[config.mk]
export PLATFORM = sky130hd
export DESIGN_NAME = seq_detect_param
export DESIGN_NICKNAME = d
export VERILOG_FILES = /design/src/rtl/seq_detect_param.sv
export SDC_FILE = /design/constraint.sdc
export NUM_CORES = 1
export LEC_CHECK = 0
export BUFFER_PORTS_ARGS = -buffer_cell sky130_fd_sc_hd__buf_2
export CAP_MARGIN = 20
export CORE_AREA = 3 3 40 42
export CTS_BUF_LIST = sky130_fd_sc_hd__clkbuf_8
export DETAILED_ROUTE_END_ITERATION = 7
export DIE_AREA = 0 0 43 45
export GPL_TIMING_DRIVEN = 0
export PLACE_DENSITY_LB_ADDON = 0.1
export SETUP_SLACK_MARGIN = 0.2
export SLEW_MARGIN = 20
export SYNTH_ARGS = -nofsm -noshare
export SYNTH_HDL_FRONTEND = slang
export SYNTH_SLANG_ARGS = --single-unit
export TNS_END_PERCENT = 10
[constraint.sdc]
create_clock -name clk -period 3.2 [get_ports clk]
set_input_delay 0.16 -clock clk [delete_from_list [all_inputs] [get_ports clk]]
set_output_delay 0.16 -clock clk [all_outputs]
set_load 0.05 [all_outputs]
[src/rtl/seq_detect_param.sv]
// Serial sequence detector: tracks the longest matched prefix of PATTERN,
// emits a registered one-cycle match pulse and keeps a saturating match count.
module seq_detect_param #(
    parameter int               PAT_W   = 4,
    parameter logic [PAT_W-1:0] PATTERN = 4'b1011,
    parameter bit               OVERLAP = 1'b1,
    parameter int               CNT_W   = 8,
    parameter int               SW      = $clog2(PAT_W + 1)
) (
    input  logic             clk,
    input  logic             rst,
    input  logic             inp,
    input  logic             in_valid,
    input  logic             clr,
    output logic [SW-1:0]    outputState,
    output logic             out,
    output logic [CNT_W-1:0] match_count
);

    typedef logic [SW-1:0] state_t;
    localparam state_t FULL = SW'(PAT_W);

    // Elaboration-time KMP step: longest suffix of (prefix_k, b) that is a prefix of PATTERN.
    function automatic int kmp_next(input int k, input logic b);
        int   kk, len, best, i;
        logic ok, sb;
        kk   = (k == PAT_W && !OVERLAP) ? 0 : k;
        len  = kk + 1;
        best = 0;
        for (int j = 1; j <= PAT_W; j++) begin
            if (j <= len) begin
                ok = 1'b1;
                for (int t = 0; t < j; t++) begin
                    i = len - j + t;
                    if (i == kk) sb = b;
                    else         sb = PATTERN[PAT_W-1-i];
                    if (sb != PATTERN[PAT_W-1-t]) ok = 1'b0;
                end
                if (ok) best = j;
            end
        end
        return best;
    endfunction

    state_t nxt_tab [PAT_W+1][2];

    for (genvar k = 0; k <= PAT_W; k++) begin : g_row
        for (genvar b = 0; b < 2; b++) begin : g_col
            assign nxt_tab[k][b] = SW'(kmp_next(k, b != 0));
        end
    end

    state_t           state_q, state_d, nxt_val;
    logic             out_q, out_d;
    logic [CNT_W-1:0] cnt_q, cnt_d;

    always_ff @(posedge clk or negedge rst) begin
        if (!rst) begin
            state_q <= '0;
            out_q   <= 1'b0;
            cnt_q   <= '0;
        end else begin
            state_q <= state_d;
            out_q   <= out_d;
            cnt_q   <= cnt_d;
        end
    end

    always_comb begin
        nxt_val = '0;
        for (int k = 0; k <= PAT_W; k++) begin
            if (state_q == SW'(k)) nxt_val = nxt_tab[k][inp];
        end

        state_d = state_q;
        out_d   = 1'b0;
        cnt_d   = cnt_q;
        if (clr) begin
            state_d = '0;
            cnt_d   = '0;
        end else if (in_valid) begin
            state_d = nxt_val;
            // Every valid bit that lands in FULL is a fresh match, including self-overlap.
            if (nxt_val == FULL) begin
                out_d = 1'b1;
                if (cnt_q != '1) cnt_d = cnt_q + CNT_W'(1);
            end
        end
    end

    assign outputState = state_q;
    assign out         = out_q;
    assign match_count = cnt_q;

endmodule

==> results of run 1 <==
==> worst paths after layout <==
check,from,end,slack (ns),cells past startpoint
max in group asynchronous,rst,match_count[3]$_DFFE_PN0P_,2.65,2
min in group asynchronous,rst,match_count[2]$_DFFE_PN0P_,0.33,2
max,outputState[2]$_DFFE_PN0P_,match_count[7]$_DFFE_PN0P_,1.55,4
max reg2reg,outputState[2]$_DFFE_PN0P_,match_count[7]$_DFFE_PN0P_,1.55,4
min,clr,match_count[3]$_DFFE_PN0P_,0.10,2
min reg2reg,match_count[1]$_DFFE_PN0P_,match_count[1]$_DFFE_PN0P_,0.60,2
==> power by group through the flow <==
stage               Combinational, W  Sequential [W]  Clock, W
detailed placement         0.0000190        0.000157         0
global route               0.0000221        0.000154  0.000179
floorplan                 0.00000556        0.000160         0
CTS                        0.0000200        0.000154  0.000172
global placement           0.0000186        0.000157         0
finish                     0.0000196        0.000154  0.000167
==> cell type report <==
type / count / area (sq um)
repair buffers: 17 / 90.09
inverters: 1 / 3.754
flip-flops and latches: 12 / 300.3
fillers: 123 / 483.0
well taps: 15 / 18.77
clock buffers: 4 / 55.05
multi-input cells: 50 / 330.3
plain buffers: 1 / 3.754
==> metrics by stage <==
| stage | cell area [sq um] | hold slack [ns] | setup slack, ns |
|---|---|---|---|
| finish | 802.0 | 0.1042 | 1.553 |
| global route | 802.0 | 0.1161 | 1.467 |
| CTS | 802.0 | 0.1057 | 1.552 |
| detailed placement | 737.0 | 0.05374 | 1.561 |
| global placement | 737.0 | 0.05014 | 1.574 |
| floorplan | 638.1 | -0.1356 | 1.398 |
==> what timing repair did <==
item                                   CTS  global route
hold buffers                             1             0
gates resized for setup                  0             0
endpoints found under the hold margin   12             0
==> metal layers <==
layer	vias up	part of all wire, %
met5	-	0
met4	0	1.7
met3	3	5.7
met2	19	48
met1	273	44
li1	275	-
==> sequential cells by signal, indices dropped and copies added (netlist names) <==
signal,cells
match_count,8
out,1
outputState,3
==> synth_stat cells, drive strengths merged, types with 2 or more instances <==
cell type and instances:
dfrtp 12, nor2 8, nand4 2, o21ai 3, a21oi 6, o211ai 2
or3 2, nand3 3, nand2 6, mux2i 4, xor2 2
==> placed cells by master, fill, tap and decap left out, types with 2 or more instances in the layout <==
master,n
buf_2,16
nor2_1,8
clkbuf_8,4
a21oi_1,6
xor2_1,2
nand3_1,2
or3_1,2
dfrtp_1,12
nand2_1,6
o21ai_0,3
nand4_1,2
mux2i_1,4
==> critical path: cells and delay by family (launching register included) <==
| family | cells | cell delay, ns |
|---|---|---|
| multiplexers | 1 | 0.35 |
| flip-flops | 1 | 0.44 |
| AND/OR/NAND/NOR | 3 | 0.74 |
==> logic make-up (layout without fill, tap and decap cells) <==
group	after synthesis	in the layout	share of synthesized area, %
AOI/OAI and AO/OA	13	13	14.31
DFF	12	12	47.06
and+or+nand+nor	29	29	24.71
xor gates and xnor gates	2	2	2.746
buffers and inverters	2	23	1.175
adders and majority gates	1	1	1.960
muxes	5	5	8.039
==> flow_summary.yaml, run 1 <==
logic_synthesis:
  syn_avg_cell_area_sq_um: 9.971
  synth_edf_count: 0
  ys_seq_area_share_pct: 47.06
  ys_types: 27
  yosys_most_used_dff: "dfrtp_1"
  syn_area_sq_um: 638.1
  async_flop_share_pct: 100.0
  synth_nets: 70
  ys_warn_count: 0
  ys_seq_elements: 12
  synth_top_area_cell: "dfrtp_1"
  synth_top_area_share_pct: 47.06
  synth.area.top_cells: "dfrtp_1 (47%), mux2i_1 (6.3%), a21oi_1 (4.7%)"
  synthCells: 64
drt:
  ant_nets: 0
  routed_wl_um: 1289
  drt-wirelength-per-cell_um: 12.89
  drtPass1Iterations: 4
  drcViolationCount: 0
  vias_per_cell: 5.700
  drt_iter0_markers: 7
  num_vias: 570
floorplan:
  num_rows: 13
  initial_core_util_pct: 49.66
  ios: 17
  die_h_um: 45
  dieArea_sq_mm: 0.001935
  core_area_sq_mm: 0.001285
  die_x_um: 43
timing:
  tightest_slew_ns: 0.4149
  fin_skew_ns: 0.001218
  layout_min_cycle_time_ns: 1.647
  finalCritPeriodShare_pct: 51.48
  clock.fmax_ghz: 0.6071
  grt_setup_unrepaired: "no"
  relSlewSlack_pct: 72.34
  finalSetupTns_ns: 0
  drv_slew: 0
  setup_viol: 0
  hold_violations: 0
global_routing:
  grt_max_degree: 13
  track_usage_pct: 15.46
  first_global_vias: 537
  antenna_found_initial: 0
  grt-ovfl-total: 0
  grt_pass1_wl_um: 2228
  grt-busiest-layer: "met2"
  grtUsageMet2_pct: 26.05
  use_met1_pct: 16.83
  use_met3_pct: 3.984
clock_network:
  worstSkewPairLatency_ns: 0.24
  cts.sinks: 12
  path_clk_slew_ns: 0.05
  root_buffer: "clkbuf_8"
  numCtsBuffers: 3
  clk_path_buf_depth: 2
  htreeDepth: 1
  tritoncts: "yes"
  postCtsSetupBuffers: 0
power_and_ir_drop:
  switching_share_pct: 21.53
  p_total_w: 0.0003407
  intPower_w: 0.0002674
  p_switching_w: 0.00007336
  combPwrFrac_pct: 5.7
  leakagePower_nw: 0.3937
  seq_power_share_pct: 45.3
  clock_power_share_pct: 48.9
  p_per_area_mw_per_mm2: 424.8
  peakVddDrop_mv: 0.2666
setup_path:
  cp_max_fo: 6
  cp.required_ns: 3.33
  end_kind: "flip-flop"
  worstPathCellList: "and4b_4 -> nand2_1 -> nor3_1 -> mux2_2"
  cpPeakStageDelay_ns: 0.44
  cp.arrival_ns: 1.78
  start_kind: "flip-flop"
  slowest_stage: "dfrtp_1"
  crit_type: "reg2reg"
flow_run:
  maxCapViolations: 0
status:
  status: "completed"
final_layout:
  diodes: 0
  drive_gt1_share_pct: 29.41
  area_growth_pct: 25.69
  final_cells: 100
  post-route-util_pct: 62.41
  num-nets-final: 92
min_path:
  hold_class: "in2reg"
placement:
  place_congestion: 0.7555
  dpl.hpwl_um: 933.9
  port_buffers: 16
  dp.cells: 95
Note: power is estimated with default switching activity, not from simulation.
==> inputs of run 2 (changes only) <==
- ABC_AREA: unset -> 1
- CORE_AREA: 3 3 40 42 -> unset
- CORE_MARGIN: unset -> 3
- CORE_UTILIZATION: unset -> 54
- DIE_AREA: 0 0 43 45 -> unset
- clock period: 3.2 -> 1.55 ns (I/O delays scaled with it)
==> flow_summary.yaml, run 2 <==
status:
  status: "completed"
global_routing:
  track_usage_pct: 19.76
  grt_max_degree: 13
  antenna_found_initial: 0
  grtUsageMet2_pct: 30.24
  grt_pass1_wl_um: 2718
  grt-busiest-layer: "met2"
  use_met1_pct: 25.33
  grt-ovfl-total: 0
  use_met3_pct: 5.508
  first_global_vias: 634
final_layout:
  largest_register_ffs: 8
  final_common_cell: "nand2_1"
  diodes: 0
  final_cell_mix: "nand2_1 (30), buf_2 (16), nand3_1 (15), inv_1 (13), nor2_1 (10)"
  drive_gt1_share_pct: 32.80
  num-nets-final: 132
  area_growth_pct: 26.84
timing:
  fin_skew_ns: 0.004216
  clock.fmax_ghz: 0.8010
  tightest_slew_ns: 0.2788
  setup_viol: 0
  finalCritPeriodShare_pct: 80.55
  drv_slew: 0
  hold_violations: 0
  layout_min_cycle_time_ns: 1.249
  finalSetupTns_ns: 0
  relSlewSlack_pct: 81.41
  grt_setup_unrepaired: "no"
  whs_ns: 0.1504
floorplan:
  num_rows: 12
  initial_core_util_pct: 61.71
  ios: 17
  core_area_sq_mm: 0.001186
  die_h_um: 42.82
  die_x_um: 42.82
  dieArea_sq_mm: 0.001833
clock_network:
  cts_resized: 0
  path_clk_slew_ns: 0.06
  htreeDepth: 1
  clk_path_buf_depth: 2
  numCtsBuffers: 3
  tritoncts: "yes"
  worstSkewPairLatency_ns: 0.24
  cts.sinks: 12
  root_buffer: "clkbuf_8"
drt:
  drtPass1Iterations: 5
  vias_per_cell: 5.403
  drt_iter0_markers: 29
  num_vias: 751
  routed_wl_um: 1741
  drt-wirelength-per-cell_um: 12.53
  ant_nets: 0
  drcViolationCount: 0
logic_synthesis:
  synth_edf_count: 0
  async_flop_share_pct: 100.0
  ys_top_cells_by_count: "nand2_1 (30), nand3_1 (15), dfrtp_1 (12), inv_1 (12), nor2_1 (10)"
  syn_area_sq_um: 732.0
  ys_seq_area_share_pct: 41.03
  synth_nets: 107
  ys_warn_count: 0
  syn_avg_cell_area_sq_um: 7.247
  ys_seq_elements: 12
  yosys_most_used_dff: "dfrtp_1"
  synth.area.top_cells: "dfrtp_1 (41%), nand2_1 (15%), nand3_1 (10%)"
  synth.most_common_cell: "nand2_1"
  synth_top_area_share_pct: 41.03
  ys_types: 17
  synthCells: 101
  synth_top_area_cell: "dfrtp_1"
power_and_ir_drop:
  seq_power_share_pct: 46.8
  p_per_area_mw_per_mm2: 747.7
  peakVddDrop_mv: 0.7080
  p_switching_w: 0.0001797
  leakagePower_nw: 0.4699
  intPower_w: 0.0005145
  clock_power_share_pct: 42.3
  switching_share_pct: 25.89
  combPwrFrac_pct: 11.0
setup_path:
  cp_max_fo: 3
  r2r_slack_ns: 0.30
  start_kind: "flip-flop"
  cp.arrival_ns: 1.38
  end_kind: "flip-flop"
  cp.required_ns: 1.68
  crit_type: "reg2reg"
flow_run:
  maxCapViolations: 0
placement:
  dpl.hpwl_um: 1212
  place_congestion: 0.7879
  port_buffers: 16
min_path:
  hold_class: "in2reg"
-- run 2: cell count changes after synthesis, moves of 2 or more --
cell	before	now
a21oi_1	6	0
inv_1	1	12
mux2i_1	4	0
nand2_1	6	30
nand2_2	0	3
nand3_1	2	15
nand4_1	2	0
nor2_1	8	10
nor2_2	0	2
o21ai_0	3	6
o21ai_2	0	2
or3_1	2	0
-- run 2: logic make-up after synthesis --
group,synth area share (%)
DFF,41.03
xor gates and xnor gates,2.394
and+or+nand+nor,39.49
adders and majority gates,1.709
AOI/OAI and AO/OA,8.718
buffers and inverters,6.666
-- run 2: final cells by class --
| class | count | area, sq um |
|---|---|---|
| clock buffers | 3 | 41.29 |
| clock inverters | 1 | 3.754 |
| fillers | 82 | 257.7 |
| inverters | 13 | 48.80 |
| multi-input cells | 76 | 395.4 |
| flip-flops and latches | 12 | 309.0 |
| well taps | 14 | 17.52 |
| repair buffers | 20 | 112.6 |
-- run 2: through the flow --
| step | power (W) | instances | utilization (%) | worst slack [ns] | cell area [sq um] |
|---|---|---|---|---|---|
| final | 0.0006942 | 139 | 78.27 | 0.3015 | 928.4 |
| after global placement | 0.0004003 | 131 | 71.73 | 0.2793 | 850.8 |
| after detailed placement | 0.0004026 | 131 | 71.73 | 0.2592 | 850.8 |
| after CTS | 0.0006946 | 136 | 76.37 | 0.2463 | 905.9 |
| after global routing | 0.0007185 | 139 | 78.27 | 0.2014 | 928.4 |
| after floorplan | 0.0003762 | 101 | - | 0.1927 | 753.2 |
-- run 2: repair_timing --
action                     in CTS  in global routing
setup endpoints to repair       0                  4
buffers inserted                0                  3
hold buffers                    1                  0
hold endpoints to repair       12                  0
-- run 2: path summary, 6_finish.rpt --
check / startpoint / end / cells after the start
max: match_count[0]$_DFFE_PN0P_ / match_count[4]$_DFFE_PN0P_ / 8
min: clr / match_count[4]$_DFFE_PN0P_ / 4
max reg2reg: match_count[0]$_DFFE_PN0P_ / match_count[4]$_DFFE_PN0P_ / 8
min reg2reg: match_count[1]$_DFFE_PN0P_ / match_count[1]$_DFFE_PN0P_ / 2
max in group asynchronous: rst / match_count[5]$_DFFE_PN0P_ / 2
min in group asynchronous: rst / match_count[4]$_DFFE_PN0P_ / 2
-- run 2: routing by layer --
metal | wire length [um] | up-vias | share of wire, %
li1 | - | 370 | -
met1 | 768 | 341 | 44
met2 | 831 | 32 | 48
met3 | 103 | 8 | 5.9
met4 | 37 | 0 | 2.1
met5 | 0 | - | 0
-- run 2: power groups by stage --
stage | clock network, W | registers [W] | logic (W)
finish | 0.000293 | 0.000325 | 0.0000760
global route | 0.000311 | 0.000325 | 0.0000822
CTS | 0.000295 | 0.000325 | 0.0000743
detailed placement | 0 | 0.000330 | 0.0000722
global placement | 0 | 0.000330 | 0.0000708
floorplan | 0 | 0.000347 | 0.0000292
-- run 2: worst max-delay path: stages (launching register included) --
cell,delay [ns]
dfrtp_2,0.39
ha_4,0.15
inv_1,0.04
nor2_2,0.12
nand2_1,0.11
nand2_2,0.08
nand2_1,0.08
nand2_1,0.09
nand2_1,0.06
==> inputs of run 3 (changes only) <==
- CORE_UTILIZATION: 54 -> 49
- clock period: 1.55 -> 1 ns (I/O delays scaled with it)
==> flow_summary.yaml, run 3 (synthesis gave the netlist of run 2 again) <==
timing:
  setup_viol: 11
  whs_ns: 0.1347
  drv_slew: 0
  tightest_slew_ns: 0.3465
  setup_slack_ns: -0.2716
  finalCritPeriodShare_pct: 127.2
  hold_violations: 0
  fin_skew_ns: 0.002147
  grt_setup_unrepaired: "yes"
  relSlewSlack_pct: 76.87
  clock.fmax_ghz: 0.7864
  layout_min_cycle_time_ns: 1.272
setup_path:
  cp.required_ns: 1.13
  crit_type: "reg2reg"
  reg2reg_to: "match_count[4]$_DFFE_PN0P_"
  slowest_stage: "dfrtp_2"
  r2r_slack_ns: -0.27
  end_kind: "flip-flop"
  crit_family: "simple AND/OR/NAND/NOR gates"
  timing.rr.start: "match_count[1]$_DFFE_PN0P_"
  reg2reg_depth: 8
  path_common_cell: "nand2_2"
  start_kind: "flip-flop"
  critPathBufInv: 1
  cpPeakStageDelay_ns: 0.41
  cp_max_fo: 4
  cp.arrival_ns: 1.40
  worstPathCellList: "ha_4 -> inv_2 -> nor2_4 -> nand2_2 -> nand2_2 -> nand2_2 -> nand2_2 -> nand2_1"
clock_network:
  tritoncts: "yes"
  numCtsBuffers: 3
  root_buffer: "clkbuf_8"
  htreeDepth: 1
  worstSkewPairLatency_ns: 0.24
  clk_path_buf_depth: 2
  cts.sinks: 12
  path_clk_slew_ns: 0.05
drt:
  vias_per_cell: 5.552
  ant_nets: 0
  drcViolationCount: 0
  drtPass1Iterations: 4
  drt-wirelength-per-cell_um: 15.20
  routed_wl_um: 2174
  num_vias: 794
  drt_iter0_markers: 48
final_layout:
  multi_input_area_sq_um: 519.2
  num-nets-final: 135
  final_common_cell: "nand2_1"
  final_cell_mix: "nand2_1 (27), nand3_1 (11), inv_1 (10), dfrtp_2 (10)"
  largest_register_ffs: 8
  diodes: 0
  area_growth_pct: 56.07
  drive_gt1_share_pct: 50.00
  seq_area_sq_um: 312.8
  post-route-util_pct: 84.62
  final_cells: 143
  nFillCells: 85
floorplan:
  initial_core_util_pct: 54.22
  die_x_um: 44.65
  ios: 17
  dieArea_sq_mm: 0.001994
  die_h_um: 44.65
  core_area_sq_mm: 0.001350
  num_rows: 13
flow_run:
  maxCapViolations: 0
global_routing:
  grt-ovfl-total: 0
  antenna_found_initial: 0
  track_usage_pct: 21.67
  grt_pass1_wl_um: 3118
  first_global_vias: 692
  grt_max_degree: 13
status:
  status: "complete, but fails checks"
  violations: "negative setup slack"
placement:
  dpl.hpwl_um: 1216
  dp.cells: 132
  place_congestion: 0.7822
  port_buffers: 16
min_path:
  hold_class: "in2reg"
  hold_end: "outputState[0]$_DFFE_PN0P_"
  hold_depth: 3
  min_from: "inp"
power_and_ir_drop:
  leakagePower_nw: 0.5093
  p_per_area_mw_per_mm2: 964.5
  peakVddDrop_mv: 0.9469
==> run 3: how the worst max path moves through the flow <==
stage | depth (start not counted) | endpoint | start | slack (ns)
2_1_floorplan | 8 | match_count[4]$_DFFE_PN0P_ | match_count[0]$_DFFE_PN0P_ | -0.31
3_3_place_gp | 8 | match_count[4]$_DFFE_PN0P_ | match_count[0]$_DFFE_PN0P_ | -0.22
3_5_place_dp | 8 | match_count[4]$_DFFE_PN0P_ | match_count[0]$_DFFE_PN0P_ | -0.22
4_1_cts | 7 | match_count[6]$_DFFE_PN0P_ | match_count[1]$_DFFE_PN0P_ | -0.17
5_1_grt | 8 | match_count[4]$_DFFE_PN0P_ | match_count[1]$_DFFE_PN0P_ | -0.36
6_report | 8 | match_count[4]$_DFFE_PN0P_ | match_count[1]$_DFFE_PN0P_ | -0.27
==> run 3: power breakdown <==
group          internal (W)  switching, W  total, W
logic             0.0000489     0.0000984  0.000147
clock network      0.000270      0.000178  0.000448
registers          0.000495     0.0000109  0.000506
total              0.000815      0.000287   0.00110
==> run 3: per-stage QoR <==
step / power, W / TNS, ns / instance area [sq um] / setup slack, ns
6_report: 0.001102 / -1.956 / 1142 / -0.2716
5_1_grt: 0.001132 / -2.604 / 1142 / -0.3589
4_1_cts: 0.001086 / -1.225 / 1013 / -0.1731
3_5_place_dp: 0.0006260 / -1.546 / 858.3 / -0.2215
3_3_place_gp: 0.0006228 / -1.548 / 858.3 / -0.2216
2_1_floorplan: 0.0005847 / -2.841 / 759.5 / -0.3120
==> run 3: layout make-up <==
type	count	share of cell area, %
clock buffers	3	3.614
repair buffers	22	17.31
well taps	15	1.643
flip-flops and latches	12	27.38
multi-input cells	77	45.45
clock inverters	1	0.3286
inverters	13	4.272
==> run 3: worst reg2reg max path, cell delays in order, from the launching register on <==
cell	delay (ns)
dfrtp_2	0.41
ha_4	0.18
inv_2	0.06
nor2_4	0.15
nand2_2	0.08
nand2_2	0.09
nand2_2	0.08
nand2_2	0.07
nand2_1	0.05
==> run 3: routing by layer <==
layer / wire [um] / vias up / track usage [%]
li1: - / 379 / -
met3: 158 / 9 / 5.691
met2: 1063 / 45 / 33.24
met1: 863 / 361 / 28.32
met5: 0 / - / 0
met4: 88 / 0 / 9.639
==> run 3: what timing repair did <==
| item | CTS | global route |
|---|---|---|
| setup buffers | 3 | 2 |
| pin swaps | 3 | 7 |
| gates cloned | 1 | 0 |
| hold buffers | 1 | 0 |
| resized for setup | 19 | 35 |
| hold endpoints to repair | 12 | 0 |
| setup endpoints to repair | 24 | 24 |
